File: src/rtl/sqrt_job_controller.sv
// Operand feeder and result conditioner for the Newton square-root core: issues jobs,
// corrects the core's estimate to the exact floor root and returns root/remainder/error.
module sqrt_job_controller #(
  parameter int unsigned TIMEOUT_CYCLES = 64,
  parameter int unsigned MAX_FIX_STEPS  = 4
) (
  input  logic        clk,
  input  logic        rstn,
  input  logic        op_valid,
  output logic        op_ready,
  input  logic [31:0] op_data,
  output logic        res_valid,
  input  logic        res_ready,
  output logic [15:0] res_root,
  output logic [16:0] res_rem,
  output logic        res_err,
  output logic        sqrt_start,
  output logic [31:0] sqrt_in,
  input  logic [31:0] sqrt_out,
  input  logic        sqrt_done,
  input  logic        sqrt_available
);

  localparam int TW = (TIMEOUT_CYCLES > 1) ? $clog2(TIMEOUT_CYCLES) : 1;
  localparam int FW = $clog2(MAX_FIX_STEPS + 1);

  typedef enum logic [2:0] {
    S_IDLE, S_ISSUE, S_WAIT_DONE, S_RELEASE, S_FIX, S_DONE_OUT
  } state_e;

  state_e        state_q, state_d;
  logic          op_ready_q, op_ready_d;
  logic [31:0]   x_q, x_d;
  logic [15:0]   r_q, r_d;
  logic [15:0]   root_q, root_d;
  logic [16:0]   rem_q, rem_d;
  logic          err_q, err_d;
  logic          start_q, start_d;
  logic [TW-1:0] tmo_q, tmo_d;
  logic [FW-1:0] fix_q, fix_d;

  // (r+1)^2 is derived from r^2 so a single 16x16 multiplier serves both compares.
  logic [31:0] sq_cur;
  logic [32:0] sq_nxt;
  assign sq_cur = {16'd0, r_q} * {16'd0, r_q};
  assign sq_nxt = {1'b0, sq_cur} + {16'd0, r_q, 1'b1};

  logic tmo_hit, fix_exhausted;
  assign tmo_hit       = (tmo_q == TW'(TIMEOUT_CYCLES - 1));
  assign fix_exhausted = (fix_q == FW'(MAX_FIX_STEPS));

  always_comb begin
    // NOTE: every variable gets its hold value first so no path can infer a latch.
    state_d = state_q;
    x_d     = x_q;
    r_d     = r_q;
    root_d  = root_q;
    rem_d   = rem_q;
    err_d   = err_q;
    start_d = start_q;
    tmo_d   = tmo_q;
    fix_d   = fix_q;

    unique case (state_q)
      S_IDLE: begin
        if (op_valid && op_ready_q) begin
          x_d     = op_data;
          root_d  = '0;
          rem_d   = '0;
          err_d   = 1'b0;
          fix_d   = '0;
          state_d = (op_data == 32'd0) ? S_DONE_OUT : S_ISSUE;
        end
      end
      S_ISSUE: begin
        if (sqrt_available) begin
          start_d = 1'b1;
          tmo_d   = '0;
          state_d = S_WAIT_DONE;
        end
      end
      S_WAIT_DONE: begin
        if (sqrt_done) begin
          r_d     = (|sqrt_out[31:16]) ? 16'hFFFF : sqrt_out[15:0];
          start_d = 1'b0;
          tmo_d   = '0;
          state_d = S_RELEASE;
        end else if (tmo_hit) begin
          start_d = 1'b0;
          err_d   = 1'b1;
          state_d = S_DONE_OUT;
        end else begin
          tmo_d = tmo_q + TW'(1);
        end
      end
      S_RELEASE: begin
        if (sqrt_available) begin
          state_d = S_FIX;
        end else if (tmo_hit) begin
          err_d   = 1'b1;
          state_d = S_DONE_OUT;
        end else begin
          tmo_d = tmo_q + TW'(1);
        end
      end
      S_FIX: begin
        if ((sq_cur > x_q) || (r_q != 16'hFFFF && sq_nxt <= {1'b0, x_q})) begin
          if (fix_exhausted) begin
            err_d   = 1'b1;
            state_d = S_DONE_OUT;
          end else begin
            r_d   = (sq_cur > x_q) ? r_q - 16'd1 : r_q + 16'd1;
            fix_d = fix_q + FW'(1);
          end
        end else begin
          root_d  = r_q;
          rem_d   = 17'(x_q - sq_cur);
          state_d = S_DONE_OUT;
        end
      end
      S_DONE_OUT: begin
        if (res_ready) state_d = S_IDLE;
      end
      default: state_d = S_IDLE;
    endcase

    op_ready_d = (state_d == S_IDLE);
  end

  always_ff @(posedge clk or negedge rstn) begin
    if (!rstn) begin
      state_q    <= S_IDLE;
      op_ready_q <= 1'b0;
      x_q        <= '0;
      r_q        <= '0;
      root_q     <= '0;
      rem_q      <= '0;
      err_q      <= 1'b0;
      start_q    <= 1'b0;
      tmo_q      <= '0;
      fix_q      <= '0;
    end else begin
      // NOTE: non-blocking so every register samples the pre-edge value of the others.
      state_q    <= state_d;
      op_ready_q <= op_ready_d;
      x_q        <= x_d;
      r_q        <= r_d;
      root_q     <= root_d;
      rem_q      <= rem_d;
      err_q      <= err_d;
      start_q    <= start_d;
      tmo_q      <= tmo_d;
      fix_q      <= fix_d;
    end
  end

  assign op_ready   = op_ready_q;
  assign res_valid  = (state_q == S_DONE_OUT);
  assign res_root   = root_q;
  assign res_rem    = rem_q;
  assign res_err    = err_q;
  assign sqrt_start = start_q;
  assign sqrt_in    = x_q;

endmodule

File: config.mk
export PLATFORM = sky130hd
export DESIGN_NAME = sqrt_job_controller
export DESIGN_NICKNAME = d
export VERILOG_FILES = /design/src/rtl/sqrt_job_controller.sv
export SDC_FILE = /design/constraint.sdc
export NUM_CORES = 1
export LEC_CHECK = 0
export BUFFER_PORTS_ARGS = -buffer_cell sky130_fd_sc_hd__clkbuf_2
export CAP_MARGIN = 20
export CELL_PAD_IN_SITES_DETAIL_PLACEMENT = 0
export CELL_PAD_IN_SITES_GLOBAL_PLACEMENT = 1
export CORE_MARGIN = 2
export CORE_UTILIZATION = 38
export DETAILED_ROUTE_END_ITERATION = 10
export PLACE_DENSITY_LB_ADDON = 0.25
export SLEW_MARGIN = 20
export SYNTH_ARGS = -nofsm -noshare
export SYNTH_HDL_FRONTEND = slang
export SYNTH_SLANG_ARGS = --single-unit
File: constraint.sdc
create_clock -name clk -period 10.6 [get_ports clk]
set_input_delay 2.12 -clock clk [delete_from_list [all_inputs] [get_ports clk]]
set_output_delay 2.12 -clock clk [all_outputs]
set_load 0.1 [all_outputs]
==> results.md <==
* Summed negative setup slack over all endpoints at 0 ps
* Wire length reported by the detailed router at 44,060 microns
* Synth Area in Compound Gates at 0.1423
* Initial standard-cell utilization of the core at 0.3832
* Worst r2r src: r_q[4]$_DFFE_PN0P_
* Routability cong. at approximately 0.9
* Setup repair after global routing missed its margin: false
* Launch point of the worst hold path: res_err$_DFFE_PN0P_
* Fraction of synthesized area in multiplexers at 0.03229
* Synthesized area per cell at 8.669 sq um
* Via count of the first global-routing pass at 13.08k
* Minimum setup slack among reg-to-reg paths at ~610 ps
* Shortest period the worst path allows at 9990 ps
* Gate Count Post-Synth at 1,797
* DR pass1 iterations at 5
* Synthesis-to-finish area growth at 12.97%
* Sequential element share of the synthesized area at 0.1542
* Critical Path Sink Type: register
* Adder-Cell Fraction of Synth Area at 0.3780
* Dominant register cell in the synthesized netlist: sky130_fd_sc_hd__dfrtp_1
* Number of cells traversed by the worst hold path at 1
* Crit-path leading delay family: adder cells
* F_max at between 100 and 150 MHz
* Count of state elements after synthesis at 96
* Die Span X at 206.5 microns
* Clk_lat worst skew at approximately 380 ps
* Async SR Flop Fraction at 1.000
* Critical Path Max Stage Delay at 540 ps
* Post-synthesis cell type count at 87
* Count of nets left with antenna violations after detail routing at 0
* Buffer cell driving the clock tree root: sky130_fd_sc_hd__clkbuf_16
* Number of clock sinks seen by CTS at 96
* Setup Skew at 16.02 ps
* Area of the die at between 0.04 and 0.05 sq mm
* Critical setup path kind: register to register
* Class of the tightest hold or removal check: register to register
* Buffers on Ports at 138
* Final net count at 2,396
* Largest fanout on the critical path at 11
* Routed vias at about 13k
* Crit path required time at 10,880 ps
* Overall Global Routing Usage at 0.2176
* Max stage delay cell, worst path: sky130_fd_sc_hd__fa_1
* Routed length per instance at 17.70 microns
* Final worst path period share at 0.9425
* Post-DP HPWL at 37,500 microns
* Drt first-iter violations at 622
* Worst-case hold path end point: res_err$_DFFE_PN0P_
* Pin count of the biggest net entering global routing at 71
* Most crowded layer after global routing: met2
* Placeable core area at 0.04065 sq mm
* Number of antenna violations at the first check in global routing at 0
* Critical Path AT at about 10,000 ps
* Clock input transition at the sequential cells of the worst setup and hold paths at 80 ps
* Drt drc at 0
* Share of final-layout standard cells stronger than drive strength 1 at 0.1722
* Bufs and invs on worst path at 9
* Total of hold buffers inserted after clock tree synthesis at 0
* Total number of H-tree levels at 3
* Die height at 206.5 microns
* Worst Setup Start Kind: register
* Number of violations of the max-capacitance limit at 0
* R2R depth at 40
* Summed instance area of the synthesized netlist at ~0.016 sq mm
* Total count of max-transition violations in the final report at 0
* Transition at the pin with the smallest max-transition slack at 838.9 ps
* Total clock buffers created by CTS at 9
* Count of flip-flops with a built-in enable after synthesis at 0
* Final setup violation count at 0
* I/O pin total at 139
* R2R Path End: r_q[14]$_DFFE_PN0P_
* Wire length of the first global-routing pass at about 70,000 microns
* Syn_nets at 2,241
* Congestion Overflow GR at 0
* Main combinational cell family by area after synthesis: adder cells
* Buffer levels on the longest clock path at 2
* Met3 track demand over resource at 0.02081
* Area share of and/or/nand/nor cells after synthesis at 0.1507
* Worst relative slew slack at 0.4408
* Vias/cell at 5.117
* Total count of hold-check failures in the final report at 0
* Clock tree from TritonCTS: done
* Site Rows at 74
* Global-route met2 utilization at 0.3601
* Warnings, synthesis at 0
* Met1 track utilization from global routing at 0.3048
* Fraction of synthesized cell area in xor and xnor cells at 0.04924
* Outcome: complete, no violations
* Ant. Diodes at 0
## state kept, by name, indices dropped and copies added, names as in the netlist
register,count
sqrt_in,32
res_rem,17
r_q,16
res_root,16
tmo_q,6
fix_q,3
state_q,3
op_ready,1
res_err,1
sqrt_start,1
## cell usage in the layout (no fill, tap or decap), types with 8 or more instances in the layout
cell	count
sky130_fd_sc_hd__inv_1	309
sky130_fd_sc_hd__ha_1	211
sky130_fd_sc_hd__nand2_1	194
sky130_fd_sc_hd__fa_1	161
sky130_fd_sc_hd__clkbuf_2	137
sky130_fd_sc_hd__nor2_1	126
sky130_fd_sc_hd__dfrtp_1	90
sky130_fd_sc_hd__a21oi_1	72
sky130_fd_sc_hd__o21ai_0	69
sky130_fd_sc_hd__buf_4	63
sky130_fd_sc_hd__xnor2_1	48
sky130_fd_sc_hd__a21o_1	34
sky130_fd_sc_hd__mux2_2	34
sky130_fd_sc_hd__xor2_1	33
sky130_fd_sc_hd__nor3_1	27
sky130_fd_sc_hd__nand4_1	25
sky130_fd_sc_hd__nand3_1	21
sky130_fd_sc_hd__nand2b_1	19
sky130_fd_sc_hd__o21a_1	15
sky130_fd_sc_hd__o31ai_1	15
sky130_fd_sc_hd__nor4_1	15
sky130_fd_sc_hd__nor2b_1	13
sky130_fd_sc_hd__o21ai_2	12
sky130_fd_sc_hd__mux2i_1	12
sky130_fd_sc_hd__and2_1	10
sky130_fd_sc_hd__o211ai_1	10
sky130_fd_sc_hd__a211oi_1	10
sky130_fd_sc_hd__o21ai_1	10
sky130_fd_sc_hd__and3_1	9
sky130_fd_sc_hd__clkbuf_16	9
sky130_fd_sc_hd__a31oi_1	8
## per-stage QoR
| stage | hold WS [ps] | instances | utilization | setup WS [ps] | area [sq um] |
|---|---|---|---|---|---|
| global route | 519.1 | 2489 | 0.4330 | 40.25 | 17600 |
| CTS | 503.1 | 2488 | 0.4303 | 230.0 | 17490 |
| detailed placement | 487.8 | 2472 | 0.4233 | 329.8 | 17200 |
| global placement | 477.5 | 2472 | 0.4233 | 390.8 | 17200 |
| floorplan | 462.2 | 1797 | - | 875.8 | 15580 |
| finish | 497.8 | 2489 | 0.4330 | 610.0 | 17600 |
## cells in the mapped netlist, types with 15 or more instances
cell type | number | area share
sky130_fd_sc_hd__o21ai_0 | 73 | 0.023
sky130_fd_sc_hd__o31ai_1 | 16 | 0.0077
sky130_fd_sc_hd__a21oi_1 | 73 | 0.023
sky130_fd_sc_hd__fa_1 | 161 | 0.21
sky130_fd_sc_hd__xor2_1 | 33 | 0.019
sky130_fd_sc_hd__nor3_1 | 27 | 0.0087
sky130_fd_sc_hd__nand2b_1 | 19 | 0.0076
sky130_fd_sc_hd__nor4_1 | 16 | 0.0064
sky130_fd_sc_hd__nand2_1 | 194 | 0.047
sky130_fd_sc_hd__nor2_1 | 131 | 0.032
sky130_fd_sc_hd__ha_1 | 213 | 0.17
sky130_fd_sc_hd__nand4_1 | 25 | 0.010
sky130_fd_sc_hd__inv_1 | 311 | 0.075
sky130_fd_sc_hd__dfrtp_1 | 96 | 0.15
sky130_fd_sc_hd__xnor2_1 | 49 | 0.028
sky130_fd_sc_hd__mux2_2 | 34 | 0.025
sky130_fd_sc_hd__clkbuf_1 | 42 | 0.010
sky130_fd_sc_hd__a21o_1 | 34 | 0.016
sky130_fd_sc_hd__nand3_1 | 21 | 0.0067
sky130_fd_sc_hd__o21a_1 | 15 | 0.0072
## what timing repair did
action	CTS	global route
setup endpoints to repair	0	5
gates resized for setup	0	31
hold endpoints to repair	0	0
buffers inserted	0	1
## worst max path at each step
| stage | startpoint | endpoint | cells past startpoint |
|---|---|---|---|
| floorplan | r_q[9]$_DFFE_PN0P_ | r_q[15]$_DFFE_PN0P_ | 41 |
| global placement | r_q[4]$_DFFE_PN0P_ | r_q[15]$_DFFE_PN0P_ | 40 |
| detailed placement | r_q[4]$_DFFE_PN0P_ | r_q[15]$_DFFE_PN0P_ | 40 |
| CTS | r_q[8]$_DFFE_PN0P_ | r_q[15]$_DFFE_PN0P_ | 37 |
| global route | r_q[6]$_DFFE_PN0P_ | op_ready$_DFF_PN0_ | 44 |
| finish | r_q[4]$_DFFE_PN0P_ | r_q[14]$_DFFE_PN0P_ | 40 |
## cell type report
class	count	area [sq um]
Fill cell	4095	23050
Inverter	314	1190
Timing Repair Buffer	204	1239
Tap cell	532	665.6
Clock inverter	7	60.06
Clock buffer	9	225.2
Multi-Input combinational cell	1327	11810
Sequential cell	96	2410
## per-layer routing
layer  up-vias  share of wire
met5         -              0
met4         0          0.019
met3        43          0.031
met2       240           0.47
met1      6197           0.48
li1       6256              -
## cells by family (layout without fill, tap and decap cells)
logic type | Yosys count | in the layout
AO/OA/AOI/OAI | 321 | 321
XOR/XNOR | 85 | 85
adder cells (fa/ha/maj) | 374 | 374
buffers and inverters | 374 | 534
flip-flops | 96 | 96
multiplexers | 46 | 46
AND/OR/NAND/NOR | 501 | 501
Power is not shown: default switching activity piles up to over one toggle a cycle in this logic, so the estimate is an artifact.
